==> src/rtl/dump_pkg.sv <==
// dump_pkg
// Shared definitions for the RAM dump reader: RAM geometry, the FSM state
// encoding, the word-count width and a helper that turns an inclusive,
// wrap-around address range into a word count.
package dump_pkg;

   localparam int ADDR_W  = 8;
   localparam int DATA_W  = 16;
   localparam int CNT_W   = ADDR_W + 1;
   localparam int ENTRY_W = ADDR_W + DATA_W;

   typedef enum logic [1:0] {
      IDLE  = 2'd0,
      RUN   = 2'd1,
      DRAIN = 2'd2
   } state_t;

   // The subtraction wraps modulo 2^ADDR_W, so last = first - 1 yields the
   // full RAM (2^ADDR_W words), which is why the count needs one extra bit.
   function automatic logic [CNT_W-1:0] range_count(input logic [ADDR_W-1:0] first,
                                                    input logic [ADDR_W-1:0] last);
      logic [ADDR_W-1:0] span;
      span = last - first;
      return {1'b0, span} + CNT_W'(1);
   endfunction

endpackage

==> src/rtl/ram_dump_reader_if.sv <==
// ram_dump_reader_if
// Bundles every non-clock/reset signal of the dump reader.
//   control : start, abort, first_addr, last_addr -> ; busy, done <-
//   RAM     : ram_rd, ram_raddr ->                 ; ram_rdata <-
//   stream  : out_valid, out_data, out_addr ->     ; out_ready <-
// The master modport is the dump reader itself; the slave modport is the
// host/bench side that also models the RAM read port.
interface ram_dump_reader_if;
   import dump_pkg::*;

   logic              start;
   logic              abort;
   logic [ADDR_W-1:0] first_addr;
   logic [ADDR_W-1:0] last_addr;
   logic              busy;
   logic              done;
   logic              ram_rd;
   logic [ADDR_W-1:0] ram_raddr;
   logic [DATA_W-1:0] ram_rdata;
   logic              out_valid;
   logic              out_ready;
   logic [DATA_W-1:0] out_data;
   logic [ADDR_W-1:0] out_addr;

   modport master (
      input  start, abort, first_addr, last_addr, ram_rdata, out_ready,
      output busy, done, ram_rd, ram_raddr, out_valid, out_data, out_addr
   );

   modport slave (
      output start, abort, first_addr, last_addr, ram_rdata, out_ready,
      input  busy, done, ram_rd, ram_raddr, out_valid, out_data, out_addr
   );

endinterface

==> src/rtl/dump_fifo2.sv <==
// dump_fifo2
// Two-entry register FIFO holding {address, data} pairs returned by the RAM.
// Ports:
//   clk, rst      : clock, asynchronous active-low reset
//   push, din     : write an entry
//   pop           : drop the head entry (only while non-empty)
//   flush         : empty the FIFO, overriding push/pop
//   dout          : head entry (entry 0)
//   occ           : number of valid entries, 0..2
module dump_fifo2
   import dump_pkg::*;
#(
   parameter int W = ENTRY_W
) (
   input  logic         clk,
   input  logic         rst,
   input  logic         push,
   input  logic         pop,
   input  logic         flush,
   input  logic [W-1:0] din,
   output logic [W-1:0] dout,
   output logic [1:0]   occ
);

   logic [W-1:0] ent0_q, ent0_d;
   logic [W-1:0] ent1_q, ent1_d;
   logic [1:0]   occ_q, occ_d;

   // Entry 0 is always the head, so a pop shifts entry 1 forward. A
   // simultaneous push and pop keeps occupancy and refills the tail slot.
   always_comb begin
      ent0_d = ent0_q;
      ent1_d = ent1_q;
      occ_d  = occ_q;
      if (flush) begin
         occ_d = 2'd0;
      end else begin
         case ({push, pop})
            2'b10: begin
               if (occ_q == 2'd0) ent0_d = din;
               else               ent1_d = din;
               occ_d = occ_q + 2'd1;
            end
            2'b01: begin
               ent0_d = ent1_q;
               occ_d  = occ_q - 2'd1;
            end
            2'b11: begin
               if (occ_q == 2'd2) begin
                  ent0_d = ent1_q;
                  ent1_d = din;
               end else begin
                  ent0_d = din;
               end
            end
            default: ;
         endcase
      end
   end

   // Entry storage and occupancy.
   always_ff @(posedge clk or negedge rst) begin
      if (!rst) begin
         ent0_q <= '0;
         ent1_q <= '0;
         occ_q  <= 2'd0;
      end else begin
         ent0_q <= ent0_d;
         ent1_q <= ent1_d;
         occ_q  <= occ_d;
      end
   end

   assign dout = ent0_q;
   assign occ  = occ_q;

   // The issue throttle upstream guarantees there is always room.
   overflow_chk: assert property (@(posedge clk) disable iff (!rst)
      !(push && !pop && !flush && occ_q == 2'd2));

   underflow_chk: assert property (@(posedge clk) disable iff (!rst)
      !(pop && !flush && occ_q == 2'd0));

endmodule

==> src/rtl/ram_dump_reader.sv <==
// ram_dump_reader
// Sweeps an inclusive, wrap-around address range of the data RAM through a
// dedicated read port and streams each word with its address on a
// valid/ready output.
// Ports:
//   clk  : clock, rising edge
//   rst  : asynchronous active-low reset
//   bus  : ram_dump_reader_if.master (control, RAM read port, output stream)
module ram_dump_reader
   import dump_pkg::*;
(
   input  logic                clk,
   input  logic                rst,
   ram_dump_reader_if.master   bus
);

   state_t            state_q, state_d;
   logic [ADDR_W-1:0] rd_ptr_q, rd_ptr_d;
   logic [CNT_W-1:0]  remain_q, remain_d;
   logic              inflight_q, inflight_d;
   logic [ADDR_W-1:0] land_addr_q, land_addr_d;
   logic              done_q, done_d;

   logic              out_valid;
   logic              pop;
   logic              issue;
   logic              flush;
   logic [2:0]        level;
   logic [1:0]        occ;
   logic [ENTRY_W-1:0] fifo_dout;

   assign out_valid = (occ != 2'd0);
   assign pop       = out_valid && bus.out_ready;
   assign flush     = bus.abort && (state_q != IDLE);

   // level counts words already committed to the FIFO after this cycle's
   // pop: stored entries plus the read landing now. A new read may go out
   // only if its data will find a free slot when it lands next cycle.
   always_comb begin
      level = {1'b0, occ} + {2'b00, inflight_q} - {2'b00, pop};
      issue = (state_q == RUN) && !bus.abort && (level < 3'd2);
   end

   // Sweep control. abort wins over everything and returns to IDLE without
   // a done pulse; DRAIN finishes on the pop of the very last word.
   always_comb begin
      state_d     = state_q;
      rd_ptr_d    = rd_ptr_q;
      remain_d    = remain_q;
      done_d      = 1'b0;
      inflight_d  = issue;
      land_addr_d = rd_ptr_q;
      case (state_q)
         IDLE: begin
            if (bus.start && !bus.abort) begin
               state_d  = RUN;
               rd_ptr_d = bus.first_addr;
               remain_d = range_count(bus.first_addr, bus.last_addr);
            end
         end
         RUN: begin
            if (bus.abort) begin
               state_d = IDLE;
            end else if (issue) begin
               rd_ptr_d = rd_ptr_q + ADDR_W'(1);
               remain_d = remain_q - CNT_W'(1);
               if (remain_q == CNT_W'(1)) state_d = DRAIN;
            end
         end
         DRAIN: begin
            if (bus.abort) begin
               state_d = IDLE;
            end else if (!inflight_q && occ == 2'd1 && pop) begin
               state_d = IDLE;
               done_d  = 1'b1;
            end
         end
         default: state_d = IDLE;
      endcase
   end

   // FSM and datapath registers.
   always_ff @(posedge clk or negedge rst) begin
      if (!rst) begin
         state_q     <= IDLE;
         rd_ptr_q    <= '0;
         remain_q    <= '0;
         inflight_q  <= 1'b0;
         land_addr_q <= '0;
         done_q      <= 1'b0;
      end else begin
         state_q     <= state_d;
         rd_ptr_q    <= rd_ptr_d;
         remain_q    <= remain_d;
         inflight_q  <= inflight_d;
         land_addr_q <= land_addr_d;
         done_q      <= done_d;
      end
   end

   // Returning RAM data is paired with the address it was read from; the
   // flush on abort also discards a word landing in the abort cycle.
   dump_fifo2 #(.W(ENTRY_W)) u_fifo (
      .clk   (clk),
      .rst   (rst),
      .push  (inflight_q),
      .pop   (pop),
      .flush (flush),
      .din   ({land_addr_q, bus.ram_rdata}),
      .dout  (fifo_dout),
      .occ   (occ)
   );

   assign bus.busy      = (state_q != IDLE);
   assign bus.done      = done_q;
   assign bus.ram_rd    = issue;
   assign bus.ram_raddr = rd_ptr_q;
   assign bus.out_valid = out_valid;
   assign bus.out_data  = fifo_dout[DATA_W-1:0];
   assign bus.out_addr  = fifo_dout[ENTRY_W-1:DATA_W];

endmodule
==> src/flat_wrapper.sv <==
// flat-port wrapper written by rule: the top's interface ports become plain ports
module ram_dump_reader_flat import dump_pkg::*;
  (clk, rst, bus_start, bus_abort, bus_first_addr, bus_last_addr, bus_ram_rdata, bus_out_ready, bus_busy, bus_done, bus_ram_rd, bus_ram_raddr, bus_out_valid, bus_out_data, bus_out_addr);
  ram_dump_reader_if bus_i ();
  input  logic clk;
  input  logic rst;
  input wire logic [$bits(bus_i.start)-1:0] bus_start;
  input wire logic [$bits(bus_i.abort)-1:0] bus_abort;
  input wire logic [$bits(bus_i.first_addr)-1:0] bus_first_addr;
  input wire logic [$bits(bus_i.last_addr)-1:0] bus_last_addr;
  input wire logic [$bits(bus_i.ram_rdata)-1:0] bus_ram_rdata;
  input wire logic [$bits(bus_i.out_ready)-1:0] bus_out_ready;
  output wire logic [$bits(bus_i.busy)-1:0] bus_busy;
  output wire logic [$bits(bus_i.done)-1:0] bus_done;
  output wire logic [$bits(bus_i.ram_rd)-1:0] bus_ram_rd;
  output wire logic [$bits(bus_i.ram_raddr)-1:0] bus_ram_raddr;
  output wire logic [$bits(bus_i.out_valid)-1:0] bus_out_valid;
  output wire logic [$bits(bus_i.out_data)-1:0] bus_out_data;
  output wire logic [$bits(bus_i.out_addr)-1:0] bus_out_addr;
  assign bus_i.start = bus_start;
  assign bus_i.abort = bus_abort;
  assign bus_i.first_addr = bus_first_addr;
  assign bus_i.last_addr = bus_last_addr;
  assign bus_i.ram_rdata = bus_ram_rdata;
  assign bus_i.out_ready = bus_out_ready;
  assign bus_busy = bus_i.busy;
  assign bus_done = bus_i.done;
  assign bus_ram_rd = bus_i.ram_rd;
  assign bus_ram_raddr = bus_i.ram_raddr;
  assign bus_out_valid = bus_i.out_valid;
  assign bus_out_data = bus_i.out_data;
  assign bus_out_addr = bus_i.out_addr;
  ram_dump_reader u_core (.clk(clk), .rst(rst), .bus(bus_i));
endmodule
==> config.mk <==
export PLATFORM = sky130hd
export DESIGN_NAME = ram_dump_reader_flat
export DESIGN_NICKNAME = d
export VERILOG_FILES = /design/src/rtl/dump_pkg.sv /design/src/rtl/ram_dump_reader_if.sv /design/src/rtl/dump_fifo2.sv /design/src/rtl/ram_dump_reader.sv /design/src/flat_wrapper.sv
export SDC_FILE = /design/constraint.sdc
export NUM_CORES = 1
export LEC_CHECK = 0
export CELL_PAD_IN_SITES_DETAIL_PLACEMENT = 0
export CELL_PAD_IN_SITES_GLOBAL_PLACEMENT = 1
export CORE_ASPECT_RATIO = 2
export CORE_MARGIN = 1.5
export CORE_UTILIZATION = 40
export DETAILED_ROUTE_END_ITERATION = 7
export GPL_TIMING_DRIVEN = 1
export PLACE_DENSITY_LB_ADDON = 0.08
export SYNTH_ARGS = -nofsm -noshare
export SYNTH_HDL_FRONTEND = slang
export SYNTH_SLANG_ARGS = --single-unit
==> constraint.sdc <==
create_clock -name clk -period 4.5 [get_ports clk]
set_input_delay 0.9 -clock clk [delete_from_list [all_inputs] [get_ports clk]]
set_output_delay 0.9 -clock clk [all_outputs]
set_load 0.02 [all_outputs]
==> impl_metrics.ini, run 1 <==
[power]
p_comb_share_pct = 44.9
p_leak_nw = 2.28
p_switching_mw = 1.41
peakVddDrop_uv = 240
sw_frac_of_total_pct = 38.7
seq_power_share_pct = 35.1
p_per_area_mw_per_mm2 = 678
internal_power_mw = 2.23
clock_power_share_pct = 20.0

[sta]
timing.slew.headroom_pct = 26.7
setup_viol = 0
timing.fmax_mhz = 232
finalCritPeriodShare_pct = 95.7
tns_ns = 0
finClkSkew_ns = 0.00660
drv_slew = 0
worst_slew_pin_slew_ns = 1.10
rsz0062_at_grt = false
hold_ws_ns = 0.458
min_period_ns = 4.30
hold_viol = 0

[routing]
drc = 0
ant_nets = 0
via_per_inst = 5.28
drt_iter0_drc = 123
dr.pass1.iters = 6
num_vias = 3284
drt_wl_total_um = 9780
routedWlPerCell_um = 15.7

[synthesis]
synth_area_mm2 = 0.00420
synthCells = 408
synth-edff-count = 0
synth.distinct_cells = 55
yosysWarnings = 0
async_reset_ff_share_pct = 100
yosysSeqAreaShare_pct = 47.0
synth_fp_nets = 463
synth_ff_type = dfrtp_1
yosys_register_bits = 79
avgSynthCellArea_um2 = 10.3

[final_layout]
area_growth_pct = 28.0
drive_gt1_share_pct = 7.80
antenna_cells = 0
n_fill_cell = 999
final_nets = 537
mostFrequentLayoutCell = dfrtp_1
mostFrequentLayoutCells = dfrtp_1 (79), clkdlybuf4s50_1 (71), a21oi_1 (50)

[global_route]
grt_pass1_wl_um = 16100
grt_antenna_before_repair = 0
grt_overflow = 0
grt_max_degree = 80
grt_pass1_vias = 3399
grtUsageTotal_pct = 19.2

[clock_tree]
hold_buffers = 0
clock_latency_ns = 0.33
clk_path_buf_depth = 2
cts_setup_buffers = 0
clk_pin_slew_ns = 0.06
tritoncts = done
cts-htree-levels = 3
clockRootBuffer = clkbuf_16
cts_sinks = 79
ctsResizeCount = 0
cts_buffers = 9

[worst_setup_path]
crit_type = in2out
reg2regPathDepth = 13
critPathSlowestCell = clkdlybuf4s50_1
setup.worst_path.end = bus_ram_rd
crit_top_cell = nand2_1
path_buf_inv = 2
rrSetupSlack_ns = 1.15
r2r-start = u_core.u_fifo.occ[1]$_DFFE_PN0P_
required_ns = 3.60
crit_path_end_kind = output pin
critPathTopFamily = buffers and inverters
max_stage_delay_ns = 0.66
crit_start = bus_out_ready
worstReg2RegEnd = u_core.remain_q[8]$_DFFE_PN0P_
critPathLaunchType = input port
crit_chain = clkdlybuf4s50_1 > nand2_1 > ha_1 > nand2_1 > fa_1 > xnor2_1 > nand2_1 > nor3_1 > clkdlybuf4s50_1
worst-path-max-fanout = 2
arrival_ns = 3.40
crit_cells = 9

[worst_hold_path]
whs_path_depth = 0
hp-class = reg2reg

[place]
place_hpwl_um = 7270
gp_congestion = 0.752
place.port_buffers = 72

[floorplan]
die_w_um = 75.5
fp.coreArea_mm2 = 0.0101
pin_count = 73
die_area_mm2 = 0.0112
num_rows = 52
start_util_pct = 41.4
die_y_um = 148

[run]
drv_cap = 0

[status]
status = completed
## how the worst min path moves through the flow
stage	startpoint	endpoint	slack, ns
2_1_floorplan	u_core.u_fifo.ent1_q[0]$_DFFE_PN0P_	u_core.u_fifo.ent1_q[0]$_DFFE_PN0P_	0.46
3_3_place_gp	u_core.bus.ram_raddr[5]$_DFFE_PN0P_	u_core.land_addr_q[5]$_DFF_PN0_	0.45
3_5_place_dp	u_core.bus.ram_raddr[6]$_DFFE_PN0P_	u_core.land_addr_q[6]$_DFF_PN0_	0.46
4_1_cts	u_core.bus.ram_raddr[5]$_DFFE_PN0P_	u_core.land_addr_q[5]$_DFF_PN0_	0.47
5_1_grt	u_core.bus.ram_raddr[6]$_DFFE_PN0P_	u_core.land_addr_q[6]$_DFF_PN0_	0.49
6_report	u_core.bus.ram_raddr[5]$_DFFE_PN0P_	u_core.land_addr_q[5]$_DFF_PN0_	0.46
## registers in the layout, indices dropped and copies added (netlist names)
signal,cells
u_core.bus.ram_raddr,8
u_core.land_addr_q,8
u_core.u_fifo.dout,24
u_core.remain_q,9
u_core.u_fifo.occ,2
u_core.inflight_q,1
u_core.bus.done,1
u_core.u_fifo.ent1_q,24
u_core.state_q,2
## synthesized netlist by cell type (all sizes together) (4+ instances only)
library cell,n,area (um2)
mux2,25,282
nand2,22,82.6
buf,12,65.1
nor2,41,154
a21oi,51,259
ha,16,200
xnor2,7,61.3
inv,17,63.8
mux2i,25,250
or3,5,31.3
nand3,16,80.1
a31oi,5,31.3
o21ai,14,70.1
nor3,9,78.8
a211oi,4,40.0
dfrtp,79,1980
clkbuf,4,15.0
nand2b,5,31.3
nor3b,4,30.0
nor2b,5,31.3
## worst reg2reg max path: cells and delay by family (launching register included)
| family | cells | cell delay, ns |
|---|---|---|
| compound gates | 4 | 0.72 |
| xor+xnor | 1 | 0.19 |
| fa+ha+maj | 3 | 0.92 |
| buf+inv | 2 | 0.22 |
| flops | 1 | 0.45 |
| simple gates | 3 | 0.73 |
## through the flow
stage	total power [mW]	setup slack [ns]	instance area [um2]	util [%]	std cells
2_1_floorplan	2.32	0.861	4200	-	408
3_3_place_gp	2.91	0.186	5080	50.0	606
3_5_place_dp	2.95	0.183	5080	50.0	606
4_1_cts	3.69	0.168	5380	53.0	622
5_1_grt	3.92	0.0406	5380	53.0	622
6_report	3.64	0.196	5380	53.0	622
## power groups by stage
stage          Sequential [mW]  Combinational [mW]  Clock [mW]
2_1_floorplan             1.41               0.906           0
5_1_grt                   1.33                1.82       0.774
6_report                  1.28                1.64       0.728
3_5_place_dp              1.30                1.65           0
3_3_place_gp              1.28                1.63           0
4_1_cts                   1.29                1.66       0.746
## layout make-up
| type | instances | area (um2) | share of cell area [%] |
|---|---|---|---|
| clock inverters | 5 | 56.3 | 1.05 |
| well taps | 135 | 169 | 3.14 |
| inverters | 17 | 63.8 | 1.19 |
| flip-flops and latches | 79 | 1980 | 36.8 |
| clock buffers | 11 | 243 | 4.51 |
| repair buffers | 79 | 771 | 14.3 |
| multi-input cells | 296 | 2100 | 39.0 |
## cell families after synthesis
logic type | share of synthesized area [%]
xor gates and xnor gates | 1.88
AOI/OAI and AO/OA | 13.2
DFF | 47.0
and+or+nand+nor | 16.1
buffers and inverters | 3.42
muxes | 12.7
adders and majority gates | 5.72
## metal layers
layer / routed length, um / part of all wire [%] / vias to the layer above / global-route usage (%)
met5: 0 / 0 / - / 0
met2: 5620 / 57 / 67 / 36.1
met3: 371 / 3.8 / 14 / 3.82
li1: - / - / 1605 / -
met4: 233 / 2.4 / 0 / 7.32
met1: 3560 / 36 / 1598 / 19.6
(Power assumes the default switching activity.)
==> inputs of run 2 (changes only) <==
CORE_MARGIN = 4   (was 1.5)
HOLD_SLACK_MARGIN = 0.03   (was unset)
clock period = 4.6 ns   (was 4.5 ns; I/O delays follow)
==> run 2 against run 1 <==
Critical path depth stayed put. Highest routed layer unchanged. Power is 3.5% lower. First-iteration DRC count is 8.9% lower. Clock skew is 0.00061 ns lower. Non-clock buffer count is 2 lower. Combinational power is 2% lower. Critical endpoint unchanged. Routed wire length is 1.6% higher. Clock-buffer cell count is 1 higher. Register-to-register slack better by 0.09 ns.
==> impl_metrics.ini, run 2 (same netlist as run 1, synthesis figures left out) <==
[power]
p_leak_nw = 2.29
seq_power_share_pct = 35.5
sw_frac_of_total_pct = 39.2
p_comb_share_pct = 45.5
fin_total_pwr_mw = 3.52
p_switching_mw = 1.38
p_per_area_mw_per_mm2 = 657
peakVddDrop_uv = 258
clock_power_share_pct = 18.9
internal_power_mw = 2.14

[global_route]
grtUsageTotal_pct = 17.0
grt_antenna_before_repair = 0
grt_overflow = 0
grt_pass1_vias = 3367
grt_max_degree = 80
grt_pass1_wl_um = 16100

[place]
dp_cells = 604
place.port_buffers = 72
gp_congestion = 0.826
place_hpwl_um = 7380

[sta]
timing.fmax_mhz = 248
worst_slew_pin_slew_ns = 1.09
drv_slew = 0
min_period_ns = 4.04
finalCritPeriodShare_pct = 87.8
tns_ns = 0
finClkSkew_ns = 0.00599
hold_viol = 0
setup_viol = 0
rsz0062_at_grt = false
timing.slew.headroom_pct = 26.9

[final_layout]
final_nets = 535
area_growth_pct = 27.4
n_fill_cell = 990
drive_gt1_share_pct = 7.42
antenna_cells = 0
mostFrequentLayoutCell = dfrtp_1
mostFrequentLayoutCells = dfrtp_1 (79), clkdlybuf4s50_1 (70), a21oi_1 (50)
regArea_mm2 = 0.00198
multi_input_area_mm2 = 0.00210
finalNonFillerCells = 620

[worst_setup_path]
critPathLaunchType = input port
worst-path-max-fanout = 4
worstReg2RegEnd = u_core.remain_q[8]$_DFFE_PN0P_
critPathSlowestCell = clkdlybuf4s50_1
required_ns = 3.68
max_stage_delay_ns = 0.48
rrSetupSlack_ns = 1.24
r2r-start = u_core.u_fifo.occ[1]$_DFFE_PN0P_
reg2regPathDepth = 13
crit_chain = clkdlybuf4s50_1 > nand2_1 > ha_1 > nand2_1 > fa_1 > xnor2_1 > nand2_1 > nor3_1 > dlymetal6s2s_1
arrival_ns = 3.12
crit_path_end_kind = output pin
crit_top_cell = nand2_1
crit_type = in2out

[routing]
drt_wl_total_um = 9930
routedWlPerCell_um = 16.0
dr.pass1.iters = 4
drc = 0
via_per_inst = 5.28
num_vias = 3273
drt_iter0_drc = 112
ant_nets = 0

[worst_hold_path]
hp-class = reg2reg
min_to = u_core.land_addr_q[5]$_DFF_PN0_
min-delay-start = u_core.bus.ram_raddr[5]$_DFFE_PN0P_
whs_path_depth = 0

[run]
drv_cap = 0

[floorplan]
die_area_mm2 = 0.0123
fp.coreArea_mm2 = 0.0102
die_y_um = 153
num_rows = 52
start_util_pct = 41.1
pin_count = 73
die_w_um = 80.5

[clock_tree]
cts-htree-levels = 3
cts_setup_buffers = 0
clock_latency_ns = 0.33
cts_buffers = 9
tritoncts = done
clk_path_buf_depth = 2
clockRootBuffer = clkbuf_16
clk_pin_slew_ns = 0.06
cts_sinks = 79

[status]
status = completed
==> run 2: final cells by class <==
class,instances,share of cell area [%]
Multi-Input combinational cell,296,39.2
Sequential cell,79,36.9
Timing Repair Buffer,77,14.2
Clock buffer,12,4.79
Tap cell,135,3.15
Inverter,17,1.19
Clock inverter,4,0.561
==> run 2: what timing repair did <==
action                                  CTS  global route
endpoints found under the setup margin    0             1
resized for setup                         0             1
hold buffers                              0             0
==> run 2: metal layers <==
metal,global-route usage [%],share of wire (%)
met5,0,0
met2,32.4,57
met4,8.22,3.0
met1,16.8,37
met3,2.94,3.2
==> run 2: how the worst max path moves through the flow <==
stage,end,cells past startpoint,startpoint
4_1_cts,bus_ram_rd,9,bus_out_ready
5_1_grt,bus_ram_rd,9,bus_out_ready
3_5_place_dp,bus_ram_rd,9,bus_out_ready
2_1_floorplan,bus_ram_rd,7,bus_out_ready
3_3_place_gp,bus_ram_rd,9,bus_out_ready
6_report,bus_ram_rd,9,bus_out_ready
==> run 2: power groups by stage <==
stage          sequential, mW  clock [mW]  combinational, mW
5_1_grt                  1.30       0.724               1.76
3_3_place_gp             1.26           0               1.59
6_report                 1.25       0.666               1.60
2_1_floorplan            1.38           0              0.886
3_5_place_dp             1.27           0               1.62
4_1_cts                  1.26       0.688               1.63
==> run 2: worst max-delay path: cells and delay by family <==
family | cells | cell delay, ns
XOR/XNOR | 1 | 0.19
adder cells (fa/ha/maj) | 2 | 0.73
buffers and inverters | 2 | 0.75
AND/OR/NAND/NOR | 4 | 0.51
==> run 2: per-stage QoR <==
step                      utilization [%]  setup WS [ns]  hold slack [ns]  area [um2]
final                                52.4          0.563            0.443        5350
after global routing                 52.4          0.377            0.459        5350
after CTS                            52.4          0.129            0.436        5350
after detailed placement             49.6          0.142            0.422        5060
after global placement               49.6          0.160            0.421        5060
after floorplan                         -          0.921            0.458        4200
